===== config.mk =====
export PLATFORM = sky130hd
export DESIGN_NAME = jtag_instruction_register_flat
export DESIGN_NICKNAME = d
export VERILOG_FILES = /design/src/rtl/jtag_instruction_register_if.sv /design/src/rtl/jtag_instruction_register.sv /design/src/flat_wrapper.sv
export SDC_FILE = /design/constraint.sdc
export NUM_CORES = 1
export LEC_CHECK = 0
export ABC_CLOCK_PERIOD_IN_PS = 2300
export CAP_MARGIN = 0
export CELL_PAD_IN_SITES_DETAIL_PLACEMENT = 1
export CELL_PAD_IN_SITES_GLOBAL_PLACEMENT = 1
export CORE_MARGIN = 1
export CORE_UTILIZATION = 31
export DETAILED_ROUTE_END_ITERATION = 16
export GPL_ROUTABILITY_DRIVEN = 0
export PLACE_DENSITY_LB_ADDON = 0.1
export SETUP_SLACK_MARGIN = 0.3
export SLEW_MARGIN = 20
export SYNTH_ARGS = -nofsm -noshare
export SYNTH_HDL_FRONTEND = slang
export SYNTH_SLANG_ARGS = --single-unit
export TNS_END_PERCENT = 50

===== constraint.sdc =====
create_clock -name TCK -period 2.3 [get_ports TCK]
set_input_delay 0.575 -clock TCK [delete_from_list [all_inputs] [get_ports TCK]]
set_output_delay 0.575 -clock TCK [all_outputs]
set_load 0.02 [all_outputs]

===== src/rtl/jtag_instruction_register_if.sv =====
// -----------------------------------------------------------------------------
// jtag_instruction_register_if
// Purpose : bundles the TAP-controller strobes, serial data, status input and
//           the decoded instruction outputs of the JTAG instruction register.
// Signals :
//   TAP side  -> IR : TEST_LOGIC_RESET, CAPTURE_IR, SHIFT_IR, UPDATE_IR, TDI,
//                     STATUS[IR_WIDTH-3:0]
//   IR -> DR mux/BSR: TDO, IR_OUT[IR_WIDTH-1:0], G1[1:0], BYPASS_ENABLE,
//                     DEVICE_ID_ENABLE, BSR_ENABLE, MODE_TEST_NORMAL,
//                     CAPTURE_MODE_INPUT, UPDATE_MODE_INPUT,
//                     CAPTURE_MODE_OUTPUT, UPDATE_MODE_OUTPUT, HIGHZ_ENABLE,
//                     ILLEGAL_IR
// Modports: master = TAP controller / consumer side, slave = the IR itself.
// -----------------------------------------------------------------------------
interface jtag_instruction_register_if #(
  parameter int IR_WIDTH = 4
);
  logic                TEST_LOGIC_RESET;
  logic                CAPTURE_IR;
  logic                SHIFT_IR;
  logic                UPDATE_IR;
  logic                TDI;
  logic [IR_WIDTH-3:0] STATUS;

  logic                TDO;
  logic [IR_WIDTH-1:0] IR_OUT;
  logic [1:0]          G1;
  logic                BYPASS_ENABLE;
  logic                DEVICE_ID_ENABLE;
  logic                BSR_ENABLE;
  logic                MODE_TEST_NORMAL;
  logic                CAPTURE_MODE_INPUT;
  logic                UPDATE_MODE_INPUT;
  logic                CAPTURE_MODE_OUTPUT;
  logic                UPDATE_MODE_OUTPUT;
  logic                HIGHZ_ENABLE;
  logic                ILLEGAL_IR;

  modport master (
    output TEST_LOGIC_RESET, CAPTURE_IR, SHIFT_IR, UPDATE_IR, TDI, STATUS,
    input  TDO, IR_OUT, G1, BYPASS_ENABLE, DEVICE_ID_ENABLE, BSR_ENABLE,
           MODE_TEST_NORMAL, CAPTURE_MODE_INPUT, UPDATE_MODE_INPUT,
           CAPTURE_MODE_OUTPUT, UPDATE_MODE_OUTPUT, HIGHZ_ENABLE, ILLEGAL_IR
  );

  modport slave (
    input  TEST_LOGIC_RESET, CAPTURE_IR, SHIFT_IR, UPDATE_IR, TDI, STATUS,
    output TDO, IR_OUT, G1, BYPASS_ENABLE, DEVICE_ID_ENABLE, BSR_ENABLE,
           MODE_TEST_NORMAL, CAPTURE_MODE_INPUT, UPDATE_MODE_INPUT,
           CAPTURE_MODE_OUTPUT, UPDATE_MODE_OUTPUT, HIGHZ_ENABLE, ILLEGAL_IR
  );
endinterface


===== src/rtl/jtag_instruction_register.sv =====
// -----------------------------------------------------------------------------
// jtag_instruction_register
// Purpose : IEEE 1149.1 instruction register. Captures {STATUS, 2'b01},
//           shifts LSB first towards TDO, latches on Update-IR, and decodes
//           the latched instruction into DR select and boundary-scan controls.
// Ports   :
//   TCK  - test clock, all state changes on its rising edge
//   TRST - asynchronous active-low reset (loads IDCODE)
//   bus  - jtag_instruction_register_if.slave: TAP strobes, TDI, STATUS in;
//          TDO, IR_OUT and decoded controls out
// -----------------------------------------------------------------------------
module jtag_instruction_register #(
  parameter int                IR_WIDTH            = 4,
  parameter logic [IR_WIDTH-1:0] CODE_BYPASS         = '1,
  parameter logic [IR_WIDTH-1:0] CODE_SAMPLE_PRELOAD = IR_WIDTH'(1),
  parameter logic [IR_WIDTH-1:0] CODE_IDCODE         = IR_WIDTH'(2),
  parameter logic [IR_WIDTH-1:0] CODE_EXTEST         = IR_WIDTH'(4),
  parameter logic [IR_WIDTH-1:0] CODE_INTEST         = IR_WIDTH'(8),
  parameter logic [IR_WIDTH-1:0] CODE_CLAMP          = IR_WIDTH'(3),
  parameter logic [IR_WIDTH-1:0] CODE_HIGHZ          = IR_WIDTH'(5)
) (
  input logic                          TCK,
  input logic                          TRST,
  jtag_instruction_register_if.slave   bus
);

  // Value the shift register takes on any reset: the mandatory 01 capture
  // pattern with zeros above it.
  localparam logic [IR_WIDTH-1:0] SR_RESET = IR_WIDTH'(1);

  logic [IR_WIDTH-1:0] r_sr;
  logic [IR_WIDTH-1:0] r_il;

  logic w_is_bypass, w_is_sample, w_is_idcode, w_is_extest;
  logic w_is_intest, w_is_clamp, w_is_highz, w_is_illegal;
  logic w_bsr_instr;

  // Strobe priority: Test-Logic-Reset > Capture > Shift > Update.
  always_ff @(posedge TCK or negedge TRST) begin
    if (!TRST) begin
      r_sr <= SR_RESET;
      r_il <= CODE_IDCODE;
    end else if (bus.TEST_LOGIC_RESET) begin
      r_sr <= SR_RESET;
      r_il <= CODE_IDCODE;
    end else if (bus.CAPTURE_IR) begin
      r_sr <= {bus.STATUS, 2'b01};
    end else if (bus.SHIFT_IR) begin
      r_sr <= {bus.TDI, r_sr[IR_WIDTH-1:1]};
    end else if (bus.UPDATE_IR) begin
      r_il <= r_sr;
    end
  end

  // Decode works on the latch only, so shifting never disturbs the active
  // instruction.
  assign w_is_bypass  = (r_il == CODE_BYPASS);
  assign w_is_sample  = (r_il == CODE_SAMPLE_PRELOAD);
  assign w_is_idcode  = (r_il == CODE_IDCODE);
  assign w_is_extest  = (r_il == CODE_EXTEST);
  assign w_is_intest  = (r_il == CODE_INTEST);
  assign w_is_clamp   = (r_il == CODE_CLAMP);
  assign w_is_highz   = (r_il == CODE_HIGHZ);
  assign w_is_illegal = ~(w_is_bypass | w_is_sample | w_is_idcode | w_is_extest |
                          w_is_intest | w_is_clamp  | w_is_highz);
  assign w_bsr_instr  = w_is_sample | w_is_extest | w_is_intest;

  assign bus.TDO    = r_sr[0];
  assign bus.IR_OUT = r_il;

  // Unknown opcodes fall back to the BYPASS decode (G1 = 0, pins normal).
  assign bus.G1                  = w_bsr_instr ? 2'd1 : (w_is_idcode ? 2'd2 : 2'd0);
  assign bus.BYPASS_ENABLE       = w_is_bypass | w_is_clamp | w_is_highz | w_is_illegal;
  assign bus.DEVICE_ID_ENABLE    = w_is_idcode;
  assign bus.BSR_ENABLE          = w_bsr_instr;
  assign bus.MODE_TEST_NORMAL    = w_is_bypass | w_is_idcode | w_is_sample | w_is_illegal;
  assign bus.CAPTURE_MODE_INPUT  = w_is_extest;
  assign bus.UPDATE_MODE_INPUT   = w_is_sample | w_is_intest;
  assign bus.CAPTURE_MODE_OUTPUT = w_is_intest;
  // CLAMP keeps the pins driven from the BSR update latches while bypass is
  // the selected DR.
  assign bus.UPDATE_MODE_OUTPUT  = w_is_sample | w_is_extest | w_is_clamp;
  assign bus.HIGHZ_ENABLE        = w_is_highz;
  assign bus.ILLEGAL_IR          = w_is_illegal;

endmodule


===== src/flat_wrapper.sv =====
// flat-port wrapper written by rule: the top's interface ports become plain ports
module jtag_instruction_register_flat 
#(
  parameter int                IR_WIDTH            = 4,
  parameter logic [IR_WIDTH-1:0] CODE_BYPASS         = '1,
  parameter logic [IR_WIDTH-1:0] CODE_SAMPLE_PRELOAD = IR_WIDTH'(1),
  parameter logic [IR_WIDTH-1:0] CODE_IDCODE         = IR_WIDTH'(2),
  parameter logic [IR_WIDTH-1:0] CODE_EXTEST         = IR_WIDTH'(4),
  parameter logic [IR_WIDTH-1:0] CODE_INTEST         = IR_WIDTH'(8),
  parameter logic [IR_WIDTH-1:0] CODE_CLAMP          = IR_WIDTH'(3),
  parameter logic [IR_WIDTH-1:0] CODE_HIGHZ          = IR_WIDTH'(5)
)
  (TCK, TRST, bus_TEST_LOGIC_RESET, bus_CAPTURE_IR, bus_SHIFT_IR, bus_UPDATE_IR, bus_TDI, bus_STATUS, bus_TDO, bus_IR_OUT, bus_G1, bus_BYPASS_ENABLE, bus_DEVICE_ID_ENABLE, bus_BSR_ENABLE, bus_MODE_TEST_NORMAL, bus_CAPTURE_MODE_INPUT, bus_UPDATE_MODE_INPUT, bus_CAPTURE_MODE_OUTPUT, bus_UPDATE_MODE_OUTPUT, bus_HIGHZ_ENABLE, bus_ILLEGAL_IR);
  jtag_instruction_register_if #(.IR_WIDTH(IR_WIDTH)) bus_i ();
  input logic TCK;
  input logic TRST;
  input wire logic [$bits(bus_i.TEST_LOGIC_RESET)-1:0] bus_TEST_LOGIC_RESET;
  input wire logic [$bits(bus_i.CAPTURE_IR)-1:0] bus_CAPTURE_IR;
  input wire logic [$bits(bus_i.SHIFT_IR)-1:0] bus_SHIFT_IR;
  input wire logic [$bits(bus_i.UPDATE_IR)-1:0] bus_UPDATE_IR;
  input wire logic [$bits(bus_i.TDI)-1:0] bus_TDI;
  input wire logic [$bits(bus_i.STATUS)-1:0] bus_STATUS;
  output wire logic [$bits(bus_i.TDO)-1:0] bus_TDO;
  output wire logic [$bits(bus_i.IR_OUT)-1:0] bus_IR_OUT;
  output wire logic [$bits(bus_i.G1)-1:0] bus_G1;
  output wire logic [$bits(bus_i.BYPASS_ENABLE)-1:0] bus_BYPASS_ENABLE;
  output wire logic [$bits(bus_i.DEVICE_ID_ENABLE)-1:0] bus_DEVICE_ID_ENABLE;
  output wire logic [$bits(bus_i.BSR_ENABLE)-1:0] bus_BSR_ENABLE;
  output wire logic [$bits(bus_i.MODE_TEST_NORMAL)-1:0] bus_MODE_TEST_NORMAL;
  output wire logic [$bits(bus_i.CAPTURE_MODE_INPUT)-1:0] bus_CAPTURE_MODE_INPUT;
  output wire logic [$bits(bus_i.UPDATE_MODE_INPUT)-1:0] bus_UPDATE_MODE_INPUT;
  output wire logic [$bits(bus_i.CAPTURE_MODE_OUTPUT)-1:0] bus_CAPTURE_MODE_OUTPUT;
  output wire logic [$bits(bus_i.UPDATE_MODE_OUTPUT)-1:0] bus_UPDATE_MODE_OUTPUT;
  output wire logic [$bits(bus_i.HIGHZ_ENABLE)-1:0] bus_HIGHZ_ENABLE;
  output wire logic [$bits(bus_i.ILLEGAL_IR)-1:0] bus_ILLEGAL_IR;
  assign bus_i.TEST_LOGIC_RESET = bus_TEST_LOGIC_RESET;
  assign bus_i.CAPTURE_IR = bus_CAPTURE_IR;
  assign bus_i.SHIFT_IR = bus_SHIFT_IR;
  assign bus_i.UPDATE_IR = bus_UPDATE_IR;
  assign bus_i.TDI = bus_TDI;
  assign bus_i.STATUS = bus_STATUS;
  assign bus_TDO = bus_i.TDO;
  assign bus_IR_OUT = bus_i.IR_OUT;
  assign bus_G1 = bus_i.G1;
  assign bus_BYPASS_ENABLE = bus_i.BYPASS_ENABLE;
  assign bus_DEVICE_ID_ENABLE = bus_i.DEVICE_ID_ENABLE;
  assign bus_BSR_ENABLE = bus_i.BSR_ENABLE;
  assign bus_MODE_TEST_NORMAL = bus_i.MODE_TEST_NORMAL;
  assign bus_CAPTURE_MODE_INPUT = bus_i.CAPTURE_MODE_INPUT;
  assign bus_UPDATE_MODE_INPUT = bus_i.UPDATE_MODE_INPUT;
  assign bus_CAPTURE_MODE_OUTPUT = bus_i.CAPTURE_MODE_OUTPUT;
  assign bus_UPDATE_MODE_OUTPUT = bus_i.UPDATE_MODE_OUTPUT;
  assign bus_HIGHZ_ENABLE = bus_i.HIGHZ_ENABLE;
  assign bus_ILLEGAL_IR = bus_i.ILLEGAL_IR;
  jtag_instruction_register #(.IR_WIDTH(IR_WIDTH), .CODE_BYPASS(CODE_BYPASS), .CODE_SAMPLE_PRELOAD(CODE_SAMPLE_PRELOAD), .CODE_IDCODE(CODE_IDCODE), .CODE_EXTEST(CODE_EXTEST), .CODE_INTEST(CODE_INTEST), .CODE_CLAMP(CODE_CLAMP), .CODE_HIGHZ(CODE_HIGHZ)) u_core (.TCK(TCK), .TRST(TRST), .bus(bus_i));
endmodule

Word-level counts from Yosys, hierarchy flattened

Cells that the tools add are included.

Register bits after elaboration: 8
Bits in read-only memories: 0
Bits in latches: 0
Input bits: 9
Logic and storage cells: 40
Memory bits (writable): 0
Memories: 0
Output and inout port bits: 17

Reduce and logical (&&, ||, !) cells: 3
Multipliers: 0
Divide/modulo/power cells: 0
Magnitude comparators: 0
Equality and inequality tests: 9
Add/sub/neg operators: 0
Bitwise logic cells: 17
Shift-type cells: 0
Multiplexer cells: 9

Operator list:

| operator                                             | count |
|---|---|
| two-way mux 4 bit                                    | 7 |
| bitwise OR 1 bit                                     | 16 |
| equality test 4 x 2 -> 1 bit (second input constant) | 2 |
| equality test 4 x 3 -> 1 bit (second input constant) | 2 |
| equality test 4 bit (second input constant)          | 2 |
| equality test 4 x 1 -> 1 bit (second input constant) | 1 |
| two-way mux 2 bit                                    | 2 |
| inequality test 2 bit (second input constant)        | 2 |
| AND reduction 3 bit                                  | 1 |
| nonzero test 3 bit                                   | 1 |
| nonzero test 2 bit                                   | 1 |
| inverter 1 bit                                       | 1 |

Longest topological paths before layout

Gate-level depths: netlist of the first run.

Word-level depth: 9
Mapped depth: 5
Depth with buffers taken out: 3

Worst setup path after synthesis of the first run

No wires, ideal clock.

Kind: reg2out
Start: register u_core.r_il[2], in the netlist u_core.bus.IR_OUT[2]
End: output port bus_ILLEGAL_IR
Slack: 0.184 ns
Data required time: 1.725 ns
Buffers on the path: 1
Stages on the path, launching flop included: 5
Arrival: 1.541 ns
Cell sequence: dfrtp_1 -> buf_2 -> nor4b_2 -> o21bai_1 -> a211oi_1

Elaborated cells on any way between the ends: 14
Classes of those cells: eq/ne: 7; bitwise: 7

RTL lines:

| element                       | line                            | text |
|---|---|---|
| start, declared               | jtag_instruction_register.sv:32 | `logic [IR_WIDTH-1:0] r_il;` |
| start signal, assigned        | jtag_instruction_register.sv:51 | `r_il <= r_sr;` |
| equality test 4 bit           | jtag_instruction_register.sv:61 | `assign w_is_intest = (r_il == CODE_INTEST);` |
| via bus_CAPTURE_MODE_OUTPUT   | flat_wrapper.sv:32              | `output wire logic [$bits(bus_i.CAPTURE_MODE_OUTPUT)-1:0] bus_CAPTURE_MODE_OUTPUT;` |
| bitwise OR 1 bit              | jtag_instruction_register.sv:64 | `assign w_is_illegal = ~(w_is_bypass \| w_is_sample \| w_is_idcode \| w_is_extest \|` |
| bitwise OR 1 bit (2 in a row) | jtag_instruction_register.sv:65 | `w_is_intest \| w_is_clamp \| w_is_highz);` |
| inverter 1 bit                | jtag_instruction_register.sv:64 |  |
| end, declared                 | flat_wrapper.sv:35              | `output wire logic [$bits(bus_i.ILLEGAL_IR)-1:0] bus_ILLEGAL_IR;` |

The timed path passes the listed nets, and every way through them passes these cells.

Final worst setup path of the first run

Start: register u_core.r_il[1], in the netlist u_core.bus.IR_OUT[1]
End: output port bus_ILLEGAL_IR

Word-level cells in the longest chain between the ends: 8
Elaborated cells on any way between the ends: 14
Classes of those cells: eq/ne: 7; bitwise: 7

RTL lines:

| element                                                             | line |
|---|---|
| equality test 4 bit or equality test 4 x 1 -> 1 bit (tied branches) | jtag_instruction_register.sv:57, jtag_instruction_register.sv:58 |
| bitwise OR 1 bit (4 in a row)                                       | jtag_instruction_register.sv:64 |
| bitwise OR 1 bit                                                    | jtag_instruction_register.sv:65 |
| bitwise OR 1 bit (*)                                                | jtag_instruction_register.sv:65 |
| inverter 1 bit (*)                                                  | jtag_instruction_register.sv:64 |

Every way passes the cells marked *; elsewhere a longest branch is shown, timed or not.

==> summary.md, run 1 <==
| Metric | Value |
|---|---|
| Die Area | `2020 µm²` |
| Final nets | `110` |
| Worst R2R Start | `u_core.bus.IR_OUT[1]` |
| Ant. Diodes | `0` |
| First-pass GRT wire length | `2900 µm` |
| Post-Synth Simple-Gate Area | `25.3%` |
| Clock Latency Late Sink | `0.26 ns` |
| FILL cells | `198` |
| Hold EP | `u_core.bus.IR_OUT[1]` |
| Synth Instances | `59` |
| Number of cells on the worst hold path | `1` |
| Leakage | `0.459 nW` |
| Root Driver | `clkbuf_4` |
| Fin crit period | `2.07 ns` |
| Vias | `607` |
| # Max-Cap Violations | `0` |
| Distinct cells, synth | `26` |
| Final number of hold-violating endpoints | `0` |
| Synthesized net count | `68` |
| Die X | `45.0 µm` |
| Final setup TNS | `0 ns` |
| Ports | `26` |
| Flop2flop setup slack | `1.19 ns` |
| CTS tree | `built` |
| Vias in the first global route | `570` |
| Synth Area in Adders | `0%` |
| Rows | `15` |
| Final Max Slew Viols | `0` |
| Core area | `1730 µm²` |
| Total CTS buffers | `3` |
| DP Worst Slack | `0.0331 ns` |
| Compound-Gate Fraction of Synth Area | `8.95%` |
| Fin area | `1030 µm²` |
| H-tree depth | `1` |
| Crit path max fanout | `3` |
| Rel. slew slack | `74.6%` |
| Mux contribution to synthesized area | `17.9%` |
| Register area share after synthesis | `35.4%` |
| Synth warn | `0` |
| WP data required | `1.73 ns` |
| Routed Antenna Nets | `0` |
| Dpl cell area | `868 µm²` |
| Worst Hold Launch | `u_core.r_sr[1]` |
| P per Cell Area | `399 nW/µm²` |
| CP Data Arrival Time | `1.50 ns` |
| Final period utilization | `90.2%` |
| All-Layer GR Usage | `20.4%` |
| Area of the multi-input gates | `392 µm²` |
| Worst setup margin | `0.226 ns` |
| Layout cells sized above 1 | `54.0%` |
| CP Class | `flop to primary output` |
| Synth Area in XOR/XNOR | `3.06%` |
| Total power | `413 µW` |
| Most common cell after layout, fill and taps aside | `buf_4` |
| Vias per cell | `4.86` |
| CTS sink cnt | `8` |
| RSZ-0062 raised after global routing | `yes` |
| CTS max path bufs | `2` |
| Synthesis-stage register bit count | `8` |
| Largest net degree at the start of global routing | `11` |
| Peak supply drop | `0.000311 V` |
| Slew @ Worst Pin | `0.381 ns` |
| Sequential Area | `206 µm²` |
| Most frequent cells in the layout | `buf_4, clkdlybuf4s50_1, mux2i_1, nor2_1, buf_6` |
| Setup crit end kind | `primary output` |
| Startpoint Class | `flop` |
| Synth-to-Final Area Change | `80.3%` |
| Initial Util | `33.2%` |
| Final HPWL DP | `1100 µm` |
| GRT overflow | `0` |
| R2R depth | `4` |
| Hold Crit Class | `flop to flop` |
| Worst reg2reg endpoint | `u_core.bus.IR_OUT[1]` |
| Clk_skew | `0.00352 ns` |
| Setup violators final | `0` |
| Max Fclk | `482 MHz` |
| Final wirelength | `1910 µm` |
| DR iter-0 viols | `7` |
| Port-buffer cells | `25` |
| Largest family of logic cells by synthesized area | `simple AND/OR/NAND/NOR gates` |
| # DRC | `0` |
| Die height | `45.0 µm` |
| Clock slew at reported path FFs | `0.06 ns` |
| Outcome | `finished, final reports clean` |
| Wire length per cell | `15.3 µm` |
| First-pass DRT Iterations | `4` |
| Average cell area after synthesis | `9.71 µm²` |
| Initial antenna violation count | `0` |
| Synthesized area | `573 µm²` |
-- metal layers --
| metal | vias up | track usage, % | wire length, µm |
|---|---|---|---|
| met4 | 0 | 5.45 | 0 |
| li1 | 287 | - | - |
| met3 | 0 | 4.80 | 72 |
| met5 | - | 0 | 0 |
| met2 | 17 | 32.5 | 1040 |
| met1 | 303 | 27.6 | 797 |
-- cells by family after synthesis --
kind of cell | after synthesis
compound gates | 8
xor+xnor | 2
buf+inv | 8
flops | 8
mux | 10
simple gates | 23
-- stage by stage --
stage | hold WS, ns | util (%) | instances
6_report | 0.538 | 59.9 | 125
3_5_place_dp | 0.519 | 50.3 | 108
3_3_place_gp | 0.514 | 50.3 | 108
2_1_floorplan | 0.279 | - | 59
5_1_grt | 0.549 | 59.9 | 125
4_1_cts | 0.530 | 57.1 | 120
-- cell usage after synthesis --
master | n | area [µm²]
buf_6 | 2 | 22.5
dfstp_2 | 2 | 52.6
o21bai_1 | 1 | 7.51
mux2i_1 | 8 | 80.1
a211o_1 | 1 | 8.76
nand2b_1 | 1 | 6.26
xnor2_1 | 1 | 8.76
buf_4 | 1 | 7.51
nor2_1 | 9 | 33.8
a21oi_1 | 1 | 5.00
dfrtp_1 | 6 | 150
xor2_1 | 1 | 8.76
buf_2 | 4 | 20.0
nor3b_2 | 1 | 12.5
nand3_1 | 1 | 5.00
mux2_2 | 2 | 22.5
a211oi_1 | 2 | 15.0
nor2b_1 | 3 | 18.8
nor4b_1 | 1 | 8.76
nor3b_4 | 1 | 18.8
o21ai_0 | 3 | 15.0
nor3_1 | 3 | 15.0
nor3b_1 | 1 | 7.51
nor4b_2 | 1 | 15.0
nand2_1 | 1 | 3.75
clkbuf_1 | 1 | 3.75
-- power breakdown --
| group | internal (mW) | switching (mW) |
|---|---|---|
| registers | 0.148 | 0.00854 |
| logic | 0.0730 | 0.0650 |
| clock network | 0.0666 | 0.0512 |
| total | 0.288 | 0.125 |
-- critical path, cell delays in order (launching register included) --
cell and delay (ns):
dfstp_2 0.56, buf_6 0.12, nor4b_4 0.04, o21bai_4 0.18
a211oi_2 0.15, buf_4 0.18
-- sequential cells by signal, summed over array words and instances (netlist names) --
name / cells
u_core.bus.IR_OUT: 4
u_core.r_sr: 4
-- worst max path at each step --
stage / slack [ns] / from / cells past startpoint / to
after floorplan: 0.22 / u_core.bus.IR_OUT[2] / 4 / bus_MODE_TEST_NORMAL
after global placement: 0.06 / u_core.bus.IR_OUT[1] / 3 / bus_DEVICE_ID_ENABLE
after detailed placement: 0.03 / u_core.bus.IR_OUT[1] / 3 / bus_DEVICE_ID_ENABLE
after CTS: 0.20 / u_core.bus.IR_OUT[0] / 4 / bus_UPDATE_MODE_INPUT
after global routing: 0.16 / u_core.bus.IR_OUT[1] / 4 / bus_BYPASS_ENABLE
final: 0.23 / u_core.bus.IR_OUT[1] / 5 / bus_ILLEGAL_IR
-- repair_timing --
item,in CTS,in global routing
buffers inserted,8,5
endpoints found under the setup margin,15,17
resized for setup,51,20
pin swaps,2,3
hold buffers,0,0
-- layout make-up --
| cell class | instances | share of cell area [%] |
|---|---|---|
| multi-input combinational | 43 | 37.9 |
| timing repair buffer | 45 | 36.6 |
| sequential | 8 | 20.0 |
| tap | 25 | 3.03 |
| clock buffer | 4 | 2.54 |
(Power assumes the default switching activity.)
==> inputs of run 2 (changes only) <==
- GPL_ROUTABILITY_DRIVEN: 0 -> unset
==> results of run 2 <==
The final DEF is identical to that of run 1; final timing and power are the same.
